==> src/rtl/sram_arb_pkg.sv <==
// Shared types and widths for the SRAM fetch arbiter.
// Build macro SRAM_ARB_STATS_EN enables the loader stall counter.
package sram_arb_pkg;

  localparam int ADDR_W = 20;
  localparam int DATA_W = 16;

  localparam logic [DATA_W-1:0] DEFAULT_TRANSPARENT_KEY = 16'hF81F;

  typedef enum logic [1:0] {
    IDLE,
    FETCH_SPR,
    FETCH_BG,
    LOAD
  } arb_state_e;

endpackage

==> src/rtl/sram_fetch_arbiter.sv <==
// Shares one async SRAM between pixel fetches (sprite + background) and a loader.
// Build macro SRAM_ARB_STATS_EN adds a saturating loader stall counter.
module sram_fetch_arbiter
  import sram_arb_pkg::*;
#(
  parameter logic [DATA_W-1:0] TRANSPARENT_KEY = DEFAULT_TRANSPARENT_KEY
) (
  input  logic              Clk,
  input  logic              Reset,
  input  logic              pix_strobe,
  input  logic              vga_blank,
  input  logic              sprite_hit,
  input  logic [ADDR_W-1:0] SPRITE_ADDR,
  input  logic [ADDR_W-1:0] background_ADDR,
  input  logic              ld_req,
  input  logic [ADDR_W-1:0] ld_addr,
  input  logic [DATA_W-1:0] ld_data,
  output logic              ld_ack,
  output logic [ADDR_W-1:0] SRAM_ADDR,
  output logic [DATA_W-1:0] SRAM_DQ_out,
  input  logic [DATA_W-1:0] SRAM_DQ_in,
  output logic              SRAM_OE_N,
  output logic              SRAM_WE_N,
  output logic [DATA_W-1:0] pixel_color,
  output logic              pixel_valid,
  output logic [15:0]       ld_wait_cnt
);

  arb_state_e        r_state;
  arb_state_e        w_next;
  logic [DATA_W-1:0] r_spr_word;
  logic              r_spr_hit;
  logic [DATA_W-1:0] r_pix;
  logic              r_valid;
  logic              w_slot;
  logic              w_load;
  logic              w_opaque;
  logic [DATA_W-1:0] w_pix;

  assign w_slot   = pix_strobe & ~vga_blank;
  assign w_load   = vga_blank & ld_req;
  assign w_opaque = r_spr_hit & (r_spr_word != TRANSPARENT_KEY);
  assign w_pix    = w_opaque ? r_spr_word : SRAM_DQ_in;

  always_comb begin
    w_next = r_state;
    unique case (r_state)
      IDLE: begin
        if (w_slot)
          w_next = FETCH_SPR;
        else if (w_load)
          w_next = LOAD;
      end
      FETCH_SPR: w_next = FETCH_BG;
      FETCH_BG:  w_next = w_slot ? FETCH_SPR : IDLE;
      LOAD: begin
        if (w_slot)
          w_next = FETCH_SPR;
        else if (w_load & ~pix_strobe)
          w_next = LOAD;
        else
          w_next = IDLE;
      end
      default: w_next = IDLE;
    endcase
  end

  // Loader protocol holds each word until acked, so a trailing LOAD
  // cycle with ld_req low must not write.
  always_comb begin
    SRAM_ADDR   = '0;
    SRAM_DQ_out = '0;
    SRAM_OE_N   = 1'b1;
    SRAM_WE_N   = 1'b1;
    ld_ack      = 1'b0;
    unique case (1'b1)
      (r_state == FETCH_SPR): begin
        SRAM_ADDR = sprite_hit ? SPRITE_ADDR : background_ADDR;
        SRAM_OE_N = 1'b0;
      end
      (r_state == FETCH_BG): begin
        SRAM_ADDR = background_ADDR;
        SRAM_OE_N = 1'b0;
      end
      (r_state == LOAD && ld_req): begin
        SRAM_ADDR   = ld_addr;
        SRAM_DQ_out = ld_data;
        SRAM_WE_N   = 1'b0;
        ld_ack      = 1'b1;
      end
      default: ;
    endcase
  end

  always_ff @(posedge Clk or negedge Reset) begin
    if (!Reset) begin
      r_state    <= IDLE;
      r_spr_word <= '0;
      r_spr_hit  <= 1'b0;
      r_pix      <= '0;
      r_valid    <= 1'b0;
    end else begin
      r_state <= w_next;
      r_valid <= (r_state == FETCH_BG);
      if (r_state == FETCH_SPR) begin
        r_spr_word <= SRAM_DQ_in;
        r_spr_hit  <= sprite_hit;
      end
      if (r_state == FETCH_BG)
        r_pix <= w_pix;
    end
  end

  assign pixel_color = r_pix;
  assign pixel_valid = r_valid;

`ifdef SRAM_ARB_STATS_EN
  logic [15:0] r_wait;

  always_ff @(posedge Clk or negedge Reset) begin
    if (!Reset)
      r_wait <= '0;
    else if (ld_req && !ld_ack && r_wait != 16'hFFFF)
      r_wait <= r_wait + 16'd1;
  end

  assign ld_wait_cnt = r_wait;
`else
  assign ld_wait_cnt = 16'h0000;
`endif

endmodule

==> config.mk <==
export PLATFORM = sky130hd
export DESIGN_NAME = sram_fetch_arbiter
export DESIGN_NICKNAME = d
export VERILOG_FILES = /design/src/rtl/sram_arb_pkg.sv /design/src/rtl/sram_fetch_arbiter.sv
export SDC_FILE = /design/constraint.sdc
export NUM_CORES = 1
export LEC_CHECK = 0
export BUFFER_PORTS_ARGS = -buffer_cell sky130_fd_sc_hd__buf_4
export CAP_MARGIN = 20
export CORE_ASPECT_RATIO = 1.75
export CORE_MARGIN = 2
export CORE_UTILIZATION = 40
export CTS_CLUSTER_SIZE = 30
export DETAILED_ROUTE_END_ITERATION = 10
export PLACE_DENSITY = 0.83
export SYNTH_ARGS = -nofsm -noshare
export SYNTH_HDL_FRONTEND = slang
export SYNTH_SLANG_ARGS = --single-unit
==> constraint.sdc <==
create_clock -name Clk -period 5.2 [get_ports Clk]
set_clock_uncertainty 0.2 [all_clocks]
set_input_delay 0.52 -clock Clk [delete_from_list [all_inputs] [get_ports Clk]]
set_output_delay 0.52 -clock Clk [all_outputs]
set_load 0.01 [all_outputs]
# --- Word level (Yosys, flattened, before mapping) ---
# Cells that the tools add are included.
classes:
  n_eq_ne: 5
  mux: 13
  bitwise: 6
  reduce_logical: 3
op_table:
  columns: ["op", "n"]
  rows:
  - ["one-hot mux 20 bit (3 select lines)", 1]
  - ["2-to-1 mux 16 bit", 2]
  - ["2-to-1 mux 20 bit", 1]
  - ["inequality test 16 bit, second input constant", 1]
  - ["2-to-1 mux 2 bit", 4]
  - ["one-hot mux 2 bit (4 select lines)", 1]
  - ["bitwise AND 1 bit", 4]
  - ["equality test 2 bit, second input constant", 2]
  - ["2-to-1 mux 1 bit", 4]
  - ["inequality test 3 bit, second input constant", 1]
  - ["equality test 2 x 1 -> 1 bit, second input constant", 1]
  - ["zero test 2 bit", 1]
  - ["NOT 1 bit", 2]
  - ["OR reduction 2 bit", 1]
  - ["logical AND 1 bit", 1]
word_totals:
  reg_bits: 36
  in_bits: 98
  output_inout_bits: 72
  elab_cells: 32

# --- Depth between registers and ports, before layout ---
depth:
  word_depth: 5
  mapped_depth: 7
  depth_no_buf: 6

# --- Least setup slack after synthesis ---
# Ideal clock, no wire load.
synth_timing:
  kind: "register to register"
  start: "register r_spr_word[8]"
  end: "register r_pix[1], in the netlist pixel_color[1]"
  setup_ns: 0.137
  arrival_ns: 1.985
  required_time_ns: 4.863
  setup_slack_ns: 2.878
  path_stages_with_launch: 6
  n_path_buf: 1
  period_less_slack_ns: 2.322
  cell_sequence: "dfrtp_1 or4b_4 o41ai_4 buf_6 mux2i_1 a21oi_1"
synth_via:
  elab_chain_len: 3
synth_lines:
  columns: ["item", "line", "rtl"]
  rows:
  - ["from (decl)", "sram_fetch_arbiter.sv:31", "logic [DATA_W-1:0] r_spr_word;"]
  - ["from (signal assigned)", "sram_fetch_arbiter.sv:106", "r_spr_word <= SRAM_DQ_in;"]
  - ["inequality test 16 bit", "sram_fetch_arbiter.sv:42", "assign w_opaque = r_spr_hit & (r_spr_word != TRANSPARENT_KEY);"]
  - ["bitwise AND 1 bit", "sram_fetch_arbiter.sv:42", null]
  - ["2-to-1 mux 16 bit", "sram_fetch_arbiter.sv:43", "assign w_pix = w_opaque ? r_spr_word : SRAM_DQ_in;"]
  - ["to (signal assigned)", "sram_fetch_arbiter.sv:110", "r_pix <= w_pix;"]
  - ["to (decl)", "sram_fetch_arbiter.sv:33", "logic [DATA_W-1:0] r_pix;"]
# Every way passes these cells.
# A chain may end at the register's enable or synchronous reset.

# --- Worst setup path in the final report ---
layout_timing:
  start: "register r_state[1]"
  end: "output port SRAM_ADDR[0]"
layout_via:
  elab_chain_len: 3
  elab_cells_between_ends: 5
  classes_between: "eq/ne (3); mux (1); reduce/logical (1)"
layout_lines:
  columns: ["item", "line", "rtl"]
  rows:
  - ["from (decl)", "sram_fetch_arbiter.sv:29", "arb_state_e r_state;"]
  - ["from (signal assigned)", "sram_fetch_arbiter.sv:103", "r_state <= w_next;"]
  - ["equality test 2 bit", "sram_fetch_arbiter.sv:85", "(r_state == LOAD && ld_req): begin"]
  - ["logical AND 1 bit", "sram_fetch_arbiter.sv:85", null]
  - ["one-hot mux 20 bit (3 select lines) (*)", "sram_fetch_arbiter.sv:76", "unique case (1'b1)"]
  - ["to (decl)", "sram_fetch_arbiter.sv:19", "output logic [ADDR_W-1:0] SRAM_ADDR,"]
# Every way passes the cells marked *; elsewhere a longest branch is shown, timed or not.

==> results.txt <==
Root Buffer - clkbuf_8
Area of the multi-input gates - 1059 um2
Final Max Slew Viols - 0
Antenna violations before repair - 0
Post-Syn Instances - 222
Fillers - 449
Max_cap viols - 0
# rows - 35
Htree depth - 2
Ant. Diodes - 0
Port bufs - 153
FF-to-FF path depth - 6
TritonRoute pass-1 iters - 9
First-pass GRT wire length - 9749 um
Status - finished clean
Vias per cell - 5.321
Area added between synthesis and finish - 56.82%
Critical path class - flop to output port
Worst slew pin tran - 0.8414 ns
Register Area - 900.9 um2
# DRC - 0
Initial Utilization - 0.4157
Leakage - 1.899 nW
Met2 wire length - 3462 um
Worst R2R End - r_state[1]
Final worst slack - 1.858 ns
ANT nets after route - 0
Min Tclk post-route - 3.342 ns
Hold path start - SRAM_DQ_in[2]
Worst path depth - 6
Tightest Hold Check Type - input port to flop
Met3 routed WL - 609 um
Worst Path Max Fanout - 20
Tot GR Track Use - 0.2121
Synth unique cells - 28
Initial DRC Count - 174
Post-route setup TNS - 0 ns
Worst-path clk slew - 0.07 ns
Top layer in use - met4
Slew headroom - 0.4391
Final Hold Viols - 0
Clk_lat worst skew - 0.30 ns
Syn_area_per_cell - 9.841 um2
Worst EP required - 4.48 ns
Pwr Total - 0.001847 W
Average wire per standard cell - 15.65 um
Remaining global-route overflow - 0
Placeable Area - 5255 um2
Critical Path, Cell by Cell - inv_1, ha_1, and2_1, a222oi_1, inv_1, buf_4
Crit-path slowest cell - ha_1
CTS tree - done
Die width - 59.87 um
CTS Buf Count - 5
Number of global-route vias before repair - 2057
Finish-stage setup viols - 0
Post-synth top area share - 0.4124
Cell family with most CP delay - adder cells
Final instance area - 3426 um2
Max frequency - 299.2 MHz
CTS sink cnt - 36
Buf+Inv Stages, Crit Path - 3
Hold depth - 2
R2r startpoint - r_state[1]
Worst Setup Start Kind - flop
Dpl ws - 2.159 ns
Final period util - 0.6427
Setup Buffers After CTS - 0
Final WL - 6635 um
Worst EP arrival - 2.62 ns
GPL Wtd Cong - 0.7554
Post-Syn Area - 2185 um2
Post-synthesis register bit count - 36
Cell mode on critical path - inv_1
Post-DP HPWL - 5192 um
RSZ-0062 raised after global routing - false
Bufs on Longest Clock Path - 2
Die area - 6092 um2
Synth area leader - dfrtp_1
Most frequent cells in the layout - 154 x buf_4, 36 x dfrtp_1, 25 x inv_1
Placed Instance Area - 3278 um2
Boundary pin count - 170
Pin count of the biggest net entering global routing - 37
Synth top area cells - dfrtp_1 41%, a222oi_1 9.2%, mux2_2 8.8%, buf_4 5.5%, and3_1 4.6%
Worst vdd ir - 373.1 uV
Share of cells above drive strength 1 - 0.4932
Ys Warns - 0
PD cells - 539.2 nW/um2
Setup crit end kind - output port
R2R Setup Slk - 2.86 ns
Die Ht - 101.8 um
Sequential-to-total area share from yosys stat - 0.4124
Largest stage delay on the critical path - 0.71 ns
Wl on met1 - 2395 um
Nets - 471
Hold EP - r_spr_word[2]
Vias - 2256
Most common cell after layout, fill and taps aside - buf_4
routing by layer:
metal / track usage / vias to the layer above
met5: 0 / -
met1: 0.2370 / 1039
li1: - / 1070
met2: 0.3637 / 133
met4: 0.08547 / 0
met3: 0.06641 / 14
power by group:
group          switching (W)  internal [W]  total [W]  leakage (nW)
clock               0.000101      0.000169   0.000271        0.0645
combinational       0.000506      0.000541    0.00105          1.42
sequential          0.000103      0.000427   0.000530         0.413
total               0.000711       0.00114    0.00185          1.90
synthesized netlist by cell type:
library cell and n:
a21o_1 1, a21oi_1 17, a221oi_1 1, a222oi_1 20, a22oi_1 6, a31oi_1 1, and2_1 2, and3_1 16
buf_4 16, buf_6 1, clkbuf_1 15, conb_1 1, dfrtp_1 36, ha_1 5, inv_1 25, mux2_2 17
mux2i_1 10, nand2_1 2, nand2b_1 1, nand3_1 1, nand4_1 1, nand4b_1 1, nor2_1 19, nor2b_1 1
o21ai_0 3, o41ai_4 1, or4b_4 1, or4bb_1 1
cell type report:
type                       instances  share of cell area
clock inverter                     1            0.008766
sequential                        36              0.2630
timing repair buffer             156              0.3437
inverter                          25             0.02739
clock buffer                       7             0.02812
tap                               55             0.02009
multi-input combinational        144              0.3090
worst max-delay path by stage:
stage                           to  slack [ns]           from
floorplan           pixel_color[1]        2.88  r_spr_word[8]
global placement      SRAM_ADDR[0]        2.23     r_state[1]
detailed placement    SRAM_ADDR[0]        2.16     r_state[1]
CTS                   SRAM_ADDR[0]        1.84     r_state[1]
global route         SRAM_ADDR[13]        1.65     r_state[1]
finish                SRAM_ADDR[0]        1.86     r_state[1]
logic make-up after synthesis:
kind of cell | Yosys count | share of synthesized area
muxes | 27 | 0.1334
buffers and inverters | 57 | 0.1289
DFF | 36 | 0.4124
and+or+nand+nor | 46 | 0.1140
AOI/OAI and AO/OA | 50 | 0.1810
adders and majority gates | 5 | 0.02864
other | 1 | 0.001717
repair_timing:
item | CTS | global route
resized for setup | 0 | 0
endpoints found under the hold margin | 36 | 0
hold buffers | 1 | 0
flip-flops by register name (all words and copies together) (netlist names):
register	cells
pixel_color	16
pixel_valid	1
r_spr_hit	1
r_spr_word	16
r_state	2
stage by stage:
| step | cells | hold slack [ns] | utilization |
|---|---|---|---|
| 4_1_cts | 423 | 0.2572 | 0.6498 |
| 3_3_place_gp | 414 | 0.2945 | 0.6238 |
| 6_report | 424 | 0.2646 | 0.6519 |
| 3_5_place_dp | 414 | 0.3002 | 0.6238 |
| 2_1_floorplan | 237 | 0.02441 | - |
| 5_1_grt | 424 | 0.2600 | 0.6519 |
Note: power is estimated with default switching activity, not from simulation.
